<file path="src/rtl/result_streamer.sv">
// result_streamer: snapshots the four systolic-array accumulations on a
// capture pulse, then streams them to the host one byte per handshake,
// either saturated to int8 or as full 16-bit values (low byte first).
module result_streamer #(
    parameter int ACC_W   = 16,
    parameter int OUT_W   = 8,
    parameter int NUM_RES = 4
) (
    input  logic                    clk,
    input  logic                    rst,
    input  logic                    capture,
    input  logic                    activation,
    input  logic                    full_mode,
    input  logic signed [ACC_W-1:0] c00,
    input  logic signed [ACC_W-1:0] c01,
    input  logic signed [ACC_W-1:0] c10,
    input  logic signed [ACC_W-1:0] c11,
    input  logic                    out_ready,
    output logic [OUT_W-1:0]        out_data,
    output logic                    out_valid,
    output logic                    busy,
    output logic                    done,
    output logic                    overflow
);

    localparam int IDX_W = $clog2(2 * NUM_RES);
    localparam int RES_W = $clog2(NUM_RES);
    localparam logic signed [ACC_W-1:0] SAT_MAX = ACC_W'((1 << (OUT_W - 1)) - 1);
    localparam logic signed [ACC_W-1:0] SAT_MIN = ~SAT_MAX;

    typedef enum logic {
        IDLE,
        STREAM
    } state_t;

    state_t                  state;
    state_t                  state_next;
    logic signed [ACC_W-1:0] snap [NUM_RES];
    logic                    act_q;
    logic                    full_q;
    logic [IDX_W-1:0]        idx;
    logic                    fire;
    logic                    last;
    logic [RES_W-1:0]        res_sel;
    logic signed [ACC_W-1:0] cur_raw;
    logic signed [ACC_W-1:0] cur_val;
    logic [OUT_W-1:0]        sat_byte;
    logic [OUT_W-1:0]        byte_sel;

    assign fire = (state == STREAM) && out_ready;
    assign last = (idx == (full_q ? IDX_W'(2 * NUM_RES - 1) : IDX_W'(NUM_RES - 1)));

    // State register; everything returns to IDLE on reset, abandoning any stream
    always_ff @(posedge clk) begin
        if (rst) begin
            state <= IDLE;
        end else begin
            state <= state_next;
        end
    end

    // Next state: start on capture, finish once the final byte has been accepted
    always_comb begin
        state_next = state;
        case (state)
            IDLE:    if (capture) state_next = STREAM;
            STREAM:  if (fire && last) state_next = IDLE;
            default: state_next = IDLE;
        endcase
    end

    // Snapshot, mode latches, byte index, done pulse and sticky overflow flag
    always_ff @(posedge clk) begin
        if (rst) begin
            for (int i = 0; i < NUM_RES; i++) snap[i] <= '0;
            act_q    <= 1'b0;
            full_q   <= 1'b0;
            idx      <= '0;
            done     <= 1'b0;
            overflow <= 1'b0;
        end else begin
            done <= fire && last;
            if (state == IDLE && capture) begin
                snap[0]  <= c00;
                snap[1]  <= c01;
                snap[2]  <= c10;
                snap[3]  <= c11;
                act_q    <= activation;
                full_q   <= full_mode;
                idx      <= '0;
                overflow <= 1'b0;
            end else begin
                if (state == STREAM && capture) overflow <= 1'b1;
                if (fire && !last) idx <= idx + IDX_W'(1);
            end
        end
    end

    // Byte formatting: pick the result, apply the latched ReLU, then saturate or split
    always_comb begin
        res_sel  = full_q ? idx[IDX_W-1:1] : idx[RES_W-1:0];
        cur_raw  = snap[res_sel];
        cur_val  = (act_q && cur_raw[ACC_W-1]) ? '0 : cur_raw;
        sat_byte = cur_val[OUT_W-1:0];
        if (cur_val > SAT_MAX) begin
            sat_byte = {1'b0, {(OUT_W - 1){1'b1}}};
        end else if (cur_val < SAT_MIN) begin
            sat_byte = {1'b1, {(OUT_W - 1){1'b0}}};
        end
        byte_sel = sat_byte;
        if (full_q) begin
            byte_sel = idx[0] ? cur_val[ACC_W-1:OUT_W] : cur_val[OUT_W-1:0];
        end
    end

    assign out_valid = (state == STREAM);
    assign busy      = (state == STREAM);
    assign out_data  = (state == STREAM) ? byte_sel : '0;

endmodule

</file>
<file path="config.mk">
export PLATFORM = sky130hd
export DESIGN_NAME = result_streamer
export DESIGN_NICKNAME = d
export VERILOG_FILES = /design/src/rtl/result_streamer.sv
export SDC_FILE = /design/constraint.sdc
export NUM_CORES = 1
export LEC_CHECK = 0
export CAP_MARGIN = 15
export CORE_MARGIN = 1
export CORE_UTILIZATION = 52
export DETAILED_ROUTE_END_ITERATION = 8
export PLACE_DENSITY_LB_ADDON = 0.25
export SETUP_SLACK_MARGIN = 0.2
export SLEW_MARGIN = 25
export SYNTH_ARGS = -nofsm -noshare
export SYNTH_HDL_FRONTEND = slang
export SYNTH_SLANG_ARGS = --single-unit
</file>
<file path="constraint.sdc">
create_clock -name clk -period 5.3 [get_ports clk]
set_input_delay 0.53 -clock clk [delete_from_list [all_inputs] [get_ports clk]]
set_output_delay 0.53 -clock clk [all_outputs]
set_load 0.03 [all_outputs]
</file>
-- After elaboration in Yosys (flattened, before gate mapping)
Memories as Yosys holds them, arrays and structs flattened.
Cells that the tools add are included.
- memory bits (writable): 64
- bits of input ports: 70
- bits in registers: 8
- memories: 1
- memories (memory ; depth ; width ; read ports ; clocked after memory_dff ; wr ports ; RTL line ; text):
    snap ; 4 ; 16 ; 1 ; 0 ; 4 ; 38 ; logic signed [ACC_W-1:0] snap [NUM_RES];
- magnitude comparators: 2
- multiplexer cells: 20
- bitwise operators: 5
- reduce and logical (&&, ||, !) cells: 8
- eq/ne operators: 1
- add/subtract/negate cells: 1
- operators by type and width (kind ; number):
    2-to-1 mux 16 bit ; 5
    2-to-1 mux 8 bit ; 5
    greater-than comparator 16 x 8 -> 1 bit, second input constant ; 1
    less-than comparator 16 x 8 -> 1 bit, second input constant ; 1
    2-to-1 mux 1 bit ; 7
    logical AND 1 bit ; 6
    bitwise OR 1 bit ; 4
    adder 3 x 1 -> 3 bit, second input constant ; 1
    equality test 3 bit ; 1
    2-to-1 mux 3 bit ; 1
    2-to-1 mux 2 bit ; 1
    case mux 1 bit (2 select lines) ; 1
    OR reduction 2 bit ; 1
    zero test 1 bit ; 1
    NOT 1 bit ; 1

-- Longest topological paths before layout
An unclocked memory read counts as a cell.
- depth after elaboration: 9
- depth in mapped cells: 7
- gate-level depth less buffers: 6

-- Least setup slack after synthesis
OpenSTA, ideal clock, no wires.
- kind: register to output
- start point: register idx[1]
- end point: output port out_data[6]
- buffers on the path: 0
- setup slack: 2.522 ns
- arrival: 2.248 ns
- stages on the path, launching flop included: 7
- required time: 4.770 ns
- cells stage by stage: dfxtp_1 > mux2_1 > and3_4 > or4_4 > a21boi_4 > nand3_1 > a21oi_1
- longest elaborated chain between the ends: 9
- elaborated cells between the ends (all ways): 11
- classes of those cells: 2 x order compare; 7 x mux; 1 x reduce/logical; 1 x memory
- ends and longest elaborated chain (what ; RTL line ; text):
    start: declaration ; 41 ; logic [IDX_W-1:0] idx;
    start signal: assignment ; 94 ; if (fire && !last) idx <= idx + IDX_W'(1);
    2-to-1 mux 2 bit * ; 101 ; res_sel = full_q ? idx[IDX_W-1:1] : idx[RES_W-1:0];
    memory read (4 x 16 bit) * ; - ;
    logical AND 1 bit ; 103 ; cur_val = (act_q && cur_raw[ACC_W-1]) ? '0 : cur_raw;
    2-to-1 mux 16 bit * ; 103 ;
    less-than comparator 16 x 8 -> 1 bit ; 107 ; end else if (cur_val < SAT_MIN) begin
    2-to-1 mux 8 bit ; 107 ;
    2-to-1 mux 8 bit ; 105 ; if (cur_val > SAT_MAX) begin
    2-to-1 mux 8 bit * ; 111 ; if (full_q) begin
    2-to-1 mux 8 bit * ; 118 ; assign out_data = (state == STREAM) ? byte_sel : '0;
    end: declaration ; 19 ; output logic [OUT_W-1:0] out_data,
Mark *: on every way between the ends. The rest lies on a longest branch, timed or not.

-- Worst setup path in the final report
- start point: register idx[1]
- end point: output port out_data[1]
Same word-level chain as after synthesis.

==> run_results.csv <==
group,metric,value,unit
outcome,run_status,"complete, no violations",
worst_setup_path,critPathLaunchType,"flop",
power_and_ir_drop,cellPowerDensity,282,nW/µm²
cts,cts-root-buf,"sky130_fd_sc_hd__clkbuf_8",
timing,slew_headroom,0.357,
logic_synthesis,syn_avg_cell_area,11.0,µm²
global_route,antenna_found_initial,0,
die,die_h,86.6,µm
cts,cts.path.max_buffers,2,
drt,detailroute.via_count,2938,
placed_design,io_buffer_count,81,
timing,rsz0062_at_grt,"false",
drt,final_antenna_net_count,0,
cts,cts_tree,"done",
cts,cts_hold_buffers,0,
finish,layout_commonest_cell,"sky130_fd_sc_hd__clkdlybuf4s50_1",
logic_synthesis,syn-cell-area,3720,µm²
timing,number_of_hold_violations_in_the_final_report,0,
drt,finalWirelength,8.59,mm
cts,cts-buffers-inserted,9,
cts,ctsHtreeMaxLevel,3,
global_route,grt_pass1_vias,2839,
die,dieWidth,86.6,µm
timing,clock_skew,7.32,ps
finish,fraction_of_final_layout_cells_with_drive_strength_greater_than_1,0.0675,
drt,dr.first_iter.drc_count,184,
worst_setup_path,timing.critical_path.slowest_stage_cell,"sky130_fd_sc_hd__dfxtp_1",
finish,finish.net_count,481,
timing,final_period_minus_worst_setup_slack,4320,ps
drt,routedWlPerCell,16.8,µm
worst_setup_path,critical-path-max-stage-delay,920,ps
logic_synthesis,yosys-top-cells-area,"sky130_fd_sc_hd__edfxtp_1 52%, sky130_fd_sc_hd__and2_1 11%, sky130_fd_sc_hd__mux2i_1 5.4%",
worst_setup_path,setup_cp_type,"reg2out",
logic_synthesis,synth-seq-cells,72,
placed_design,detailedPlacementHpwl,6.14,mm
finish,areaGrowthSynthToFinish,29.2,%
die,floorplan.io_pins,82,
global_route,grt_pass1_wl,13.5,mm
cts,insertion_delay,350,ps
logic_synthesis,synth_flop_cell,"sky130_fd_sc_hd__edfxtp_1",
worst_setup_path,critical_path.endpoint_type,"output port",
timing,max_freq,231,MHz
logic_synthesis,yosysSeqAreaShare,0.559,
cts,post_cts.repair.setup_buffers,0,
logic_synthesis,netlist.area_leader.share,0.516,
die,design.die.area,7500,µm²
worst_setup_path,worstPathCellList,"mux2_1 -> and3_4 -> nor4_1 -> a41o_1 -> nand3_1 -> a21oi_1 -> clkdlybuf4s50_1",
logic_synthesis,synth_top_cell_by_area,"sky130_fd_sc_hd__edfxtp_1",
finish,final_util,0.700,
die,placementRows,30,
global_route,grt_max_degree,42,
cts,clk_transition_reported_paths,70,ps
global_route,groute.usage.overall,0.242,
timing,final_setup_tns,0,ps
logic_synthesis,synth_enable_flop_cells,64,
timing,final_max_slew_viol_count,0,
power_and_ir_drop,max-vdd-ir-drop,0.176,mV
cts,sinks_on_the_clock_net,72,
timing,max_slew.worst_pin.slew,946,ps
finish,layout.cells.most_common_list,"81 x sky130_fd_sc_hd__clkdlybuf4s50_1, 64 x sky130_fd_sc_hd__and2_1, 64 x sky130_fd_sc_hd__edfxtp_1, 40 x sky130_fd_sc_hd__nand2_1, 19 x sky130_fd_sc_hd__mux2i_1",
drt,ratio_of_routed_vias_to_standard_cells,5.75,
global_route,gr-total-overflow,0,
power_and_ir_drop,power.leakage,1.69,nW
die,floorplan.initialDensity,0.542,
logic_synthesis,async_flop_share,0,
timing,timing.final.setup_violations,0,
job,drv.max_cap_violation_count,0,
min_path,min-delay-path-class,"reg2reg",
worst_setup_path,critical_path.max_fanout,24,
drt,firstDrtPassIters,6,
die,core_area,6870,µm²
logic_synthesis,yosysWarningCount,0,
cts,cts_resized,0,
finish,num_antenna_cells,0,
worst_setup_path,ff2ff_setup_slack,3090,ps
logic_synthesis,synthesis.instances,337,
logic_synthesis,yosysUniqueCellTypes,38,
logic_synthesis,postSynthNetCount,408,
worst_setup_path,critPathArrivalTime,3790,ps
timing,layout_worst_path_cycle_share,0.816,
drt,drc_errors,0,
placed_design,finalWeightedCongestion,0.900,
worst_setup_path,critical_path_required,4770,ps
critical path: cells and delay by family (launching register included):
kind,cells,cell delay [ps]
AOI/OAI and AO/OA,2,530
muxes,1,400
DFF,1,920
and+or+nand+nor,3,900
buffers and inverters,1,700
kinds of logic (layout without fill, tap and decap cells):
family / after synthesis / count (layout) / synth area share
and+or+nand+nor: 165 / 165 / 0.241
DFF: 72 / 72 / 0.559
AOI/OAI and AO/OA: 48 / 48 / 0.0901
muxes: 25 / 25 / 0.0746
buffers and inverters: 24 / 102 / 0.0269
xor gates and xnor gates: 2 / 2 / 0.00471
adders and majority gates: 1 / 1 / 0.00336
synth_stat cells, types with 2 or more instances:
| library cell | n |
|---|---|
| sky130_fd_sc_hd__nor3_1 | 2 |
| sky130_fd_sc_hd__buf_2 | 5 |
| sky130_fd_sc_hd__clkbuf_1 | 15 |
| sky130_fd_sc_hd__nor2_1 | 8 |
| sky130_fd_sc_hd__inv_1 | 3 |
| sky130_fd_sc_hd__mux2i_1 | 20 |
| sky130_fd_sc_hd__nor4_1 | 14 |
| sky130_fd_sc_hd__nand2b_1 | 2 |
| sky130_fd_sc_hd__a32oi_1 | 7 |
| sky130_fd_sc_hd__o211ai_1 | 2 |
| sky130_fd_sc_hd__edfxtp_1 | 64 |
| sky130_fd_sc_hd__nand3_1 | 18 |
| sky130_fd_sc_hd__mux2_4 | 2 |
| sky130_fd_sc_hd__dfxtp_1 | 8 |
| sky130_fd_sc_hd__nand2_1 | 40 |
| sky130_fd_sc_hd__a21oi_1 | 17 |
| sky130_fd_sc_hd__xnor2_1 | 2 |
| sky130_fd_sc_hd__and3_1 | 2 |
| sky130_fd_sc_hd__nand4_1 | 10 |
| sky130_fd_sc_hd__a221oi_1 | 7 |
| sky130_fd_sc_hd__and2_1 | 64 |
| sky130_fd_sc_hd__o21ai_0 | 9 |
layer usage:
layer | global-route usage | share of wire
met1 | 0.295 | 0.41
met2 | 0.411 | 0.51
met3 | 0.0667 | 0.066
met4 | 0.0909 | 0.019
met5 | 0 | 0
where the power goes:
group	switching (W)	total [W]	internal (W)
Clock	0.000211	0.000477	0.000266
Sequential	0.0000304	0.000692	0.000662
Combinational	0.0000900	0.000189	0.0000994
per-stage QoR:
stage / setup WS, ps / power, W / cell area (µm²) / cells / hold slack (ps)
3_3_place_gp: 1410 / 0.000889 / 4580 / 495 / 450
4_1_cts: 989 / 0.00136 / 4800 / 511 / 475
5_1_grt: 746 / 0.00141 / 4810 / 511 / 497
2_1_floorplan: 2520 / 0.000796 / 3720 / 337 / 497
6_report: 978 / 0.00136 / 4810 / 511 / 467
3_5_place_dp: 1350 / 0.000892 / 4580 / 495 / 457
registers in the layout, indices dropped and copies added, names as in the netlist:
signal and count:
snap 64, idx 3, act_q 1, busy 1, done 1, full_q 1, overflow 1
path summary, 6_finish.rpt:
check | startpoint | end | cells past startpoint
worst min register to register | overflow$_SDFFE_PP0P_ | overflow$_SDFFE_PP0P_ | 2
worst min-delay path | overflow$_SDFFE_PP0P_ | overflow$_SDFFE_PP0P_ | 2
worst max register to register | busy$_SDFF_PP0_ | snap[2][1]$_SDFFCE_PN0P_ | 4
worst max-delay path | idx[1]$_SDFFE_PP0P_ | out_data[1] | 7
final cells by class:
| type | count | area [µm²] |
|---|---|---|
| Fill cell | 514 | 2060 |
| Timing Repair Buffer | 83 | 826 |
| Multi-Input combinational cell | 241 | 1550 |
| Clock buffer | 9 | 124 |
| Sequential cell | 72 | 2080 |
| Clock inverter | 7 | 95.1 |
| Inverter | 3 | 11.3 |
| Tap cell | 96 | 120 |
Power figures use the tool's default switching activity.
